===== src/rtl/ramd64_pkg.sv =====
// Shared constants, pointer type and parity helper for the 64-deep LUT-RAM stream reader.
package ramd64_pkg;

    localparam int RAMD64_DEPTH = 64;
    localparam int RAMD64_AW    = 6;
    localparam int RAMD64_PW    = 7;

    typedef logic [RAMD64_PW-1:0] ptr_t;

    // Even parity bit: XOR of all data bits, so data plus parity has an even number of ones.
    function automatic logic even_parity(input logic [63:0] d);
        return ^d;
    endfunction

endpackage


===== src/rtl/ramd64_stream_mem.sv =====
// 64-entry distributed RAM: synchronous write, asynchronous read, no reset on contents.
module ramd64_stream_mem
    import ramd64_pkg::*;
#(
    parameter int WIDTH = 8
) (
    input  logic                 i_clk,
    input  logic                 i_wr_en,
    input  logic [RAMD64_AW-1:0] i_wr_addr,
    input  logic [WIDTH-1:0]     i_wr_data,
    input  logic [RAMD64_AW-1:0] i_rd_addr,
    output logic [WIDTH-1:0]     o_rd_data
);

    logic [WIDTH-1:0] r_mem [RAMD64_DEPTH];

    always_ff @(posedge i_clk) begin
        if (i_wr_en) begin
            r_mem[i_wr_addr] <= i_wr_data;
        end
    end

    assign o_rd_data = r_mem[i_rd_addr];

endmodule


===== src/rtl/ramd64_stream_reader.sv =====
// FIFO-order drain of a 64-deep LUT RAM onto a valid/ready stream with a registered FWFT output.
// Optional stored even parity with a PERR pulse: define RAMD64_STREAM_READER_PARITY_EN.
module ramd64_stream_reader
    import ramd64_pkg::*;
#(
    parameter int WIDTH      = 8,
    parameter int DEPTH_LOG2 = 6
) (
    input  logic             CLK,
    input  logic             RST_N,
    input  logic             WR_EN,
    input  logic [WIDTH-1:0] WR_DATA,
    output logic             FULL,
    output logic             RD_VALID,
    input  logic             RD_READY,
    output logic [WIDTH-1:0] RD_DATA,
`ifdef RAMD64_STREAM_READER_PARITY_EN
    output logic             PERR,
`endif
    output logic [6:0]       COUNT
);

    if (DEPTH_LOG2 != RAMD64_AW) begin : g_bad_depth
        $error("ramd64_stream_reader: DEPTH_LOG2 must be 6");
    end

`ifdef RAMD64_STREAM_READER_PARITY_EN
    localparam int MW = WIDTH + 1;
`else
    localparam int MW = WIDTH;
`endif

    ptr_t             r_wptr;
    ptr_t             r_rptr;
    logic             r_rd_valid;
    logic [WIDTH-1:0] r_rd_data;
    logic [MW-1:0]    w_wr_word;
    logic [MW-1:0]    w_rd_word;
    logic             w_ram_empty;
    logic             w_full;
    logic             w_wr;
    logic             w_load;
    ptr_t             w_ram_cnt;

    assign w_ram_empty = (r_wptr == r_rptr);
    assign w_full      = (r_wptr[RAMD64_AW-1:0] == r_rptr[RAMD64_AW-1:0]) &&
                         (r_wptr[RAMD64_AW] != r_rptr[RAMD64_AW]);
    // A pop in the same cycle never frees a slot for a write: FULL is evaluated pre-edge.
    assign w_wr        = WR_EN && !w_full;
    assign w_load      = !w_ram_empty && (!r_rd_valid || RD_READY);
    assign w_ram_cnt   = r_wptr - r_rptr;

`ifdef RAMD64_STREAM_READER_PARITY_EN
    assign w_wr_word = {even_parity(64'(WR_DATA)), WR_DATA};
`else
    assign w_wr_word = WR_DATA;
`endif

    ramd64_stream_mem #(.WIDTH(MW)) u_mem (
        .i_clk     (CLK),
        .i_wr_en   (w_wr),
        .i_wr_addr (r_wptr[RAMD64_AW-1:0]),
        .i_wr_data (w_wr_word),
        .i_rd_addr (r_rptr[RAMD64_AW-1:0]),
        .o_rd_data (w_rd_word)
    );

    always_ff @(posedge CLK or negedge RST_N) begin
        if (!RST_N) begin
            r_wptr     <= '0;
            r_rptr     <= '0;
            r_rd_valid <= 1'b0;
            r_rd_data  <= '0;
        end else begin
            if (w_wr) begin
                r_wptr <= r_wptr + 1'b1;
            end
            if (w_load) begin
                r_rptr     <= r_rptr + 1'b1;
                r_rd_data  <= w_rd_word[WIDTH-1:0];
                r_rd_valid <= 1'b1;
            end else if (r_rd_valid && RD_READY) begin
                r_rd_valid <= 1'b0;
            end
        end
    end

`ifdef RAMD64_STREAM_READER_PARITY_EN
    logic r_perr;

    always_ff @(posedge CLK or negedge RST_N) begin
        if (!RST_N) begin
            r_perr <= 1'b0;
        end else begin
            r_perr <= w_load && (even_parity(64'(w_rd_word[WIDTH-1:0])) != w_rd_word[WIDTH]);
        end
    end

    assign PERR = r_perr;
`endif

    assign FULL     = w_full;
    assign RD_VALID = r_rd_valid;
    assign RD_DATA  = r_rd_data;
    assign COUNT    = w_ram_cnt + {6'd0, r_rd_valid};

endmodule


===== config.mk =====
export PLATFORM = sky130hd
export DESIGN_NAME = ramd64_stream_reader
export DESIGN_NICKNAME = d
export VERILOG_FILES = /design/src/rtl/ramd64_pkg.sv /design/src/rtl/ramd64_stream_mem.sv /design/src/rtl/ramd64_stream_reader.sv
export SDC_FILE = /design/constraint.sdc
export NUM_CORES = 1
export LEC_CHECK = 0
export BUFFER_PORTS_ARGS = -buffer_cell sky130_fd_sc_hd__buf_2
export CAP_MARGIN = 30
export CORE_MARGIN = 2
export CORE_UTILIZATION = 30
export CTS_CLUSTER_SIZE = 8
export DETAILED_ROUTE_END_ITERATION = 6
export PLACE_DENSITY = 0.42
export RECOVER_POWER = 100
export SLEW_MARGIN = 20
export SYNTH_ARGS = -nofsm -noshare
export SYNTH_HDL_FRONTEND = slang
export SYNTH_SLANG_ARGS = --single-unit

===== constraint.sdc =====
create_clock -name CLK -period 8.25 [get_ports CLK]
set_input_delay 1.65 -clock CLK [delete_from_list [all_inputs] [get_ports CLK]]
set_output_delay 1.65 -clock CLK [all_outputs]
set_load 0.05 [all_outputs]

== Word-level counts from Yosys, hierarchy flattened ==
Memory sizes are Yosys's and may differ from the RTL's. A register that Yosys moved wholly into a read port is not among the register bits.
Cells that the tools add are included.

* Add/sub/neg operators: 4
* $mul: 0
* Divide/modulo/power cells: 0
* Magnitude comparators: 0
* Equal/unequal tests: 3
* Shifts and indexed selects: 0
* Mux-type cells: 4
* Bitwise logic cells: 0
* Reduce and logical (&&, ||, !) cells: 10

{| class="wikitable"
|+ Operator list
! operator !! number
|-
| 7-bit by 1-bit adder with 7-bit output, second input constant || 2
|-
| 7-bit by 1-bit adder with 7-bit output || 1
|-
| 7-bit equality test || 1
|-
| 7-bit subtractor || 1
|-
| 6-bit equality test || 1
|-
| 1-bit logical AND || 4
|-
| 1-bit logical NOT || 4
|-
| 1-bit two-way mux || 4
|-
| 2-bit nonzero test || 1
|-
| 1-bit logical OR || 1
|-
| 1-bit != test || 1
|}

* Flip-flop bits (word level): 15
* Bits in latches: 0
* Memory bits (writable): 512
* ROM bits: 0
* Input bits: 12
* Output and inout port bits: 17
* Memories: 1

{| class="wikitable"
|+ Memory list
! memory !! depth !! bits a word !! rd ports !! clocked after memory_dff !! wr ports !! line !! source
|-
| u_mem.r_mem || 64 || 8 || 1 || 1 || 1 || ramd64_stream_mem.sv:15 || <nowiki>logic [WIDTH-1:0] r_mem [RAMD64_DEPTH];</nowiki>
|}

== Depth between registers and ports, before layout ==
* Depth in word-level cells: 6
* Depth in mapped cells: 11
* Depth with buffers taken out: 10

== By module ==
From an unflattened synthesis, not the netlist that was laid out.

* Cell total of the unflattened synthesis: 1052
* Area, all modules: 21411.8 µm²

{| class="wikitable"
|+ By module, submodules not included
! module !! times used !! cells an instance !! area an instance (µm²)
|-
| ramd64_stream_mem || 1 || 932 || 20006.7
|-
| ramd64_stream_reader || 1 || 120 || 1405.1
|}

== Worst setup path after synthesis ==
No wires, ideal clock.

* Path type: reg-to-output
* Start: register r_rptr[1]
* End: output port COUNT[6]
* Arrival: 2799 ps
* Required time: 6600 ps
* Setup slack: 3801 ps
* Cell stages (with the launch flop): 12
* Buffers on the path: 3
* Cells stage by stage: dfrtp_1 -> buf_2 -> buf_2 -> inv_1 -> buf_2 -> ha_1 -> fa_1 -> a21o_1 -> a21oi_1 -> o21bai_1 -> a21oi_1 -> xnor2_1

* Cells in the longest elaborated chain, start to end: 2

{| class="wikitable"
|+ RTL lines
! element !! line !! source
|-
| from (decl) || ramd64_stream_reader.sv:34 || <nowiki>ptr_t r_rptr;</nowiki>
|-
| from (signal assigned) || ramd64_stream_reader.sv:79 || <nowiki>r_rptr <= r_rptr + 1'b1;</nowiki>
|-
| 7-bit subtractor || ramd64_stream_reader.sv:51 || <nowiki>assign w_ram_cnt = r_wptr - r_rptr;</nowiki>
|-
| 7-bit by 1-bit adder with 7-bit output || ramd64_stream_reader.sv:105 || <nowiki>assign COUNT = w_ram_cnt + {6'd0, r_rd_valid};</nowiki>
|-
| to (decl) || ramd64_stream_reader.sv:20 || <nowiki>output logic [6:0] COUNT</nowiki>
|}

No other way between the ends.

== Worst setup path in the final report ==
* Start: register r_rptr[2]
* End: output port COUNT[6]

The elaborated chain is that of the path after synthesis.

==> PnR_summary.wiki <==
{| class="wikitable"
! Metric !! Value
|-
| Result of the run || complete, but fails checks
|-
| Violated checks || max-capacitance violations, max-slew violations
|-
| Power spent charging and discharging nets || 3.09 mW
|-
| Most frequent cells in the layout || 512 x edfxtp_1, 105 x mux4_2, 101 x nor2_1
|-
| Endpoint of the most critical register-to-register path || RD_DATA[2]
|-
| Wire length per cell after detailed routing || between 20 and 30 microns
|-
| Primary flip-flop cell chosen by synthesis mapping || edfxtp_1
|-
| Root buf cell || clkbuf_16
|-
| # IOs || 29
|-
| Register-to-Register Setup Slack || 2380 ps
|-
| Switching power as a share of total power || about a third
|-
| Clock-pin slew of the registers on the worst-case setup and hold paths || 50 ps
|-
| Max Cap Viol || 9
|-
| Mean instance size in the synthesized netlist || around 20 sq um
|-
| Post-layout net count || 1,189
|-
| DR pass1 iterations || 5
|-
| Worst slew pin tran || 3760 ps
|-
| Post-synth design cell area || between 0.02 and 0.025 sq mm
|-
| Sort of element at the start of the critical path || flip-flop
|-
| Placed cell count || 2,021
|-
| Share of the synthesized area in compound gates (AO/OA/AOI/OAI) || 2.79%
|-
| Post-route DRC violation count || 0
|-
| Accumulated negative setup slack || 0 ps
|-
| CTS Buf Count || 77
|-
| Max Clock Freq || between 150 and 200 MHz
|-
| Sort of element at the end of the critical path || output pin
|-
| Part of the total power dissipated in combinational logic || between 30 and 40%
|-
| Share of total power in sequential cells || 37.0%
|-
| Yosys warning total || 0
|-
| Overall fraction of global-route tracks in use || between 10% and 20%
|-
| Finish-stage setup viols || 0
|-
| Crit path from || r_rptr[2]
|-
| P&R area growth vs syn || 15.0%
|-
| Initial core utilization || just over 30%
|-
| Die Area || about 0.073 sq mm
|-
| Post-route ant nets || 0
|-
| H-Tree Depth || 3
|-
| First-pass GRT wire length || between 80,000 and 90,000 microns
|-
| Critical Path, Cell by Cell || inv_1 > ha_1 > ha_1 > a21o_1 > a21oi_1 > o21bai_1 > a21oi_1 > xnor2_1 > clkbuf_1
|-
| Final Routed Wirelength || between 50,000 and 60,000 microns
|-
| Hpwl dp || approximately 33,000 microns
|-
| Data arrival time of the critical path || 4610 ps
|-
| Number of buffers added on ports || 28
|-
| Cell-internal power || slightly below 6 mW
|-
| Final-report max-slew violation count || between 500 and 600
|-
| Longest Clk Path Bufs || 3
|-
| Core box area || 0.0703 sq mm
|-
| Overall power after layout || between 8 and 9 mW
|-
| Row count || 97
|-
| Multiplexer share of the synthesized area || roughly 14%
|-
| Crit-path slowest cell || dfrtp_1
|-
| Instance count of the mapped netlist || 1,093
|-
| Gp weighted congestion || 0.745
|-
| Simple logic cell fraction of the synthesized area || 4.81%
|-
| Number of cells in the finished layout apart from fillers || approximately 2,100
|-
| Post-synth net total || roughly 1,100
|-
| Via total after detailed routing || around 11,000
|-
| Worst-case headroom to the max-slew limit || -150%
|-
| Sequential-to-total area share from yosys stat || approximately 75%
|-
| Initial DRC count || between 900 and 1,000
|-
| Largest net degree at the start of global routing || 99
|-
| Y dimension of the die || 271 microns
|-
| Number of enable flip-flop cells after synthesis || between 500 and 600
|-
| Most frequent standard cell in the layout excluding fill and tap cells || edfxtp_1
|-
| Startpoint of the worst-slack reg-to-reg timing path || r_rptr[0]
|-
| Count of distinct cell types in the synthesized netlist || 60
|-
| CTS tree || yes
|-
| Initial antenna violation count || 0
|-
| Setup repair bufs after CTS || 0
|-
| Worst-case vdd ir drop || 0.577 mV
|-
| Share of synthesized flip-flops with an asynchronous set or reset || ~4.3%
|-
| Post-cts hold buffer count || 0
|-
| CTS resizes || 0
|-
| Largest family of logic cells by synthesized area || multiplexers
|-
| Start-to-end type of the worst setup path || reg2out
|-
| P_leak || 7.70 nW
|-
| Count of final hold-check violations || 0
|-
| Areal power density over the cells || 366 mW/mm^2
|-
| Hold WC Path Type || reg2reg
|-
| Tcrit/Tclk final || between 70% and 80%
|-
| Worst-Skew Late Latency || between 600 and 700 ps
|-
| Fraction of layout cells with a size suffix above 1 || a little under a fifth
|-
| Proportion of power drawn by the clock network || approximately 32%
|-
| Delay of the slowest critical-path stage || 1050 ps
|-
| Cells on worst reg2reg path || 6
|-
| Via count of the first global-routing pass || 11,100
|-
| Fraction of the mapped netlist area in adder cells || 0.915%
|-
| Vias per cell || 4.92
|-
| Synth Register Bits || around 540
|-
| Shortest period the worst path allows || approximately 6300 ps
|-
| Unrepaired setup endpoints after global routing || no
|-
| Xor and xnor area share after synthesis || less than 1%
|-
| Remaining global-route overflow || 0
|-
| Largest clock skew in the final design || 34.5 ps
|-
| Critical-path maximum fanout || 21
|-
| Crit path to || COUNT[6]
|-
| Data required time at the worst endpoint || ~6600 ps
|-
| Fin Hold WS || roughly 540 ps
|-
| Horizontal extent of the die || roughly 270 microns
|-
| Count of clock tree sinks || between 500 and 600
|}
## state kept, by name, indices dropped and copies added, names as in the netlist
signal / flops
RD_DATA: 8
r_rptr: 7
RD_VALID: 1
r_wptr: 7
u_mem.r_mem: 512
## cell families (layout without fill, tap and decap cells)
group,count (synthesis),after routing
adder cells (fa/ha/maj),15,15
other,0,1
XOR/XNOR,19,19
buffers and inverters,73,176
AO/OA/AOI/OAI,82,82
flip-flops,535,535
AND/OR/NAND/NOR,223,223
multiplexers,146,146
## critical path: cells and delay by family, from the launching register on
kind,cells,cell delay [ps]
AO/OA/AOI/OAI,4,670
adder cells (fa/ha/maj),2,900
flip-flops,1,1050
XOR/XNOR,1,140
buffers and inverters,2,1250
## worst min path at each step
stage | startpoint | endpoint | slack, ps | cells after the start
finish | r_wptr[6] | r_wptr[6] | 540 | 1
global route | r_wptr[6] | r_wptr[6] | 560 | 1
global placement | r_wptr[6] | r_wptr[6] | 530 | 1
floorplan | r_wptr[6] | r_wptr[6] | 500 | 1
CTS | r_wptr[6] | r_wptr[6] | 540 | 1
detailed placement | r_wptr[6] | r_wptr[6] | 530 | 1
## layout make-up
cell class	count	area (sq um)
Fill cell	6549	45700
Multi-Input combinational cell	485	4930
Sequential cell	535	16000
Timing Repair Buffer	51	238
Inverter	12	45.0
Clock buffer	108	2130
Clock inverter	5	52.6
Antenna cell	1	2.50
Tap cell	940	1180
## power groups by stage
stage                     clock network [mW]  logic, mW  registers, mW
after floorplan                            0       2.08           3.29
after CTS                               2.97       2.82           3.31
final                                   2.89       2.76           3.31
after global placement                     0       2.82           3.35
after global routing                    3.09       2.95           3.33
after detailed placement                   0       2.82           3.36
## routing by layer
layer	vias up	GRT usage, %	part of all wire (%)
met4	0	4.75	2.3
met3	84	3.15	4.2
met2	271	24.1	47
met1	5579	21.4	46
li1	4580	-	-
met5	-	0	0
## cells in the mapped netlist (5+ instances only)
cell,n,share of area (%)
a211oi_1,9,0.32
a21oi_1,14,0.33
a22o_1,6,0.25
a41oi_1,5,0.21
buf_1,6,0.11
buf_2,17,0.40
buf_6,10,0.53
clkbuf_1,20,0.35
dfrtp_1,23,2.7
edfxtp_1,512,72
ha_1,14,0.82
inv_1,11,0.19
mux2i_1,28,1.3
mux4_1,11,1.4
mux4_2,105,11
nand2_1,50,0.88
nand3_1,11,0.26
nand3b_1,5,0.18
nand4_1,7,0.21
nor2_1,101,1.8
nor2b_1,10,0.29
nor4_1,18,0.53
o221ai_1,5,0.21
o22ai_1,10,0.29
o31ai_1,6,0.21
xnor2_1,15,0.62
## metrics by stage
stage	utilization [%]	instance area (sq um)	worst slack, ps
after detailed placement	31.9	22400	3690
final	34.9	24500	1990
after floorplan	-	21300	3800
after CTS	35.0	24600	3010
after global routing	34.9	24500	1760
after global placement	31.9	22400	3690
(Power assumes the default switching activity.)
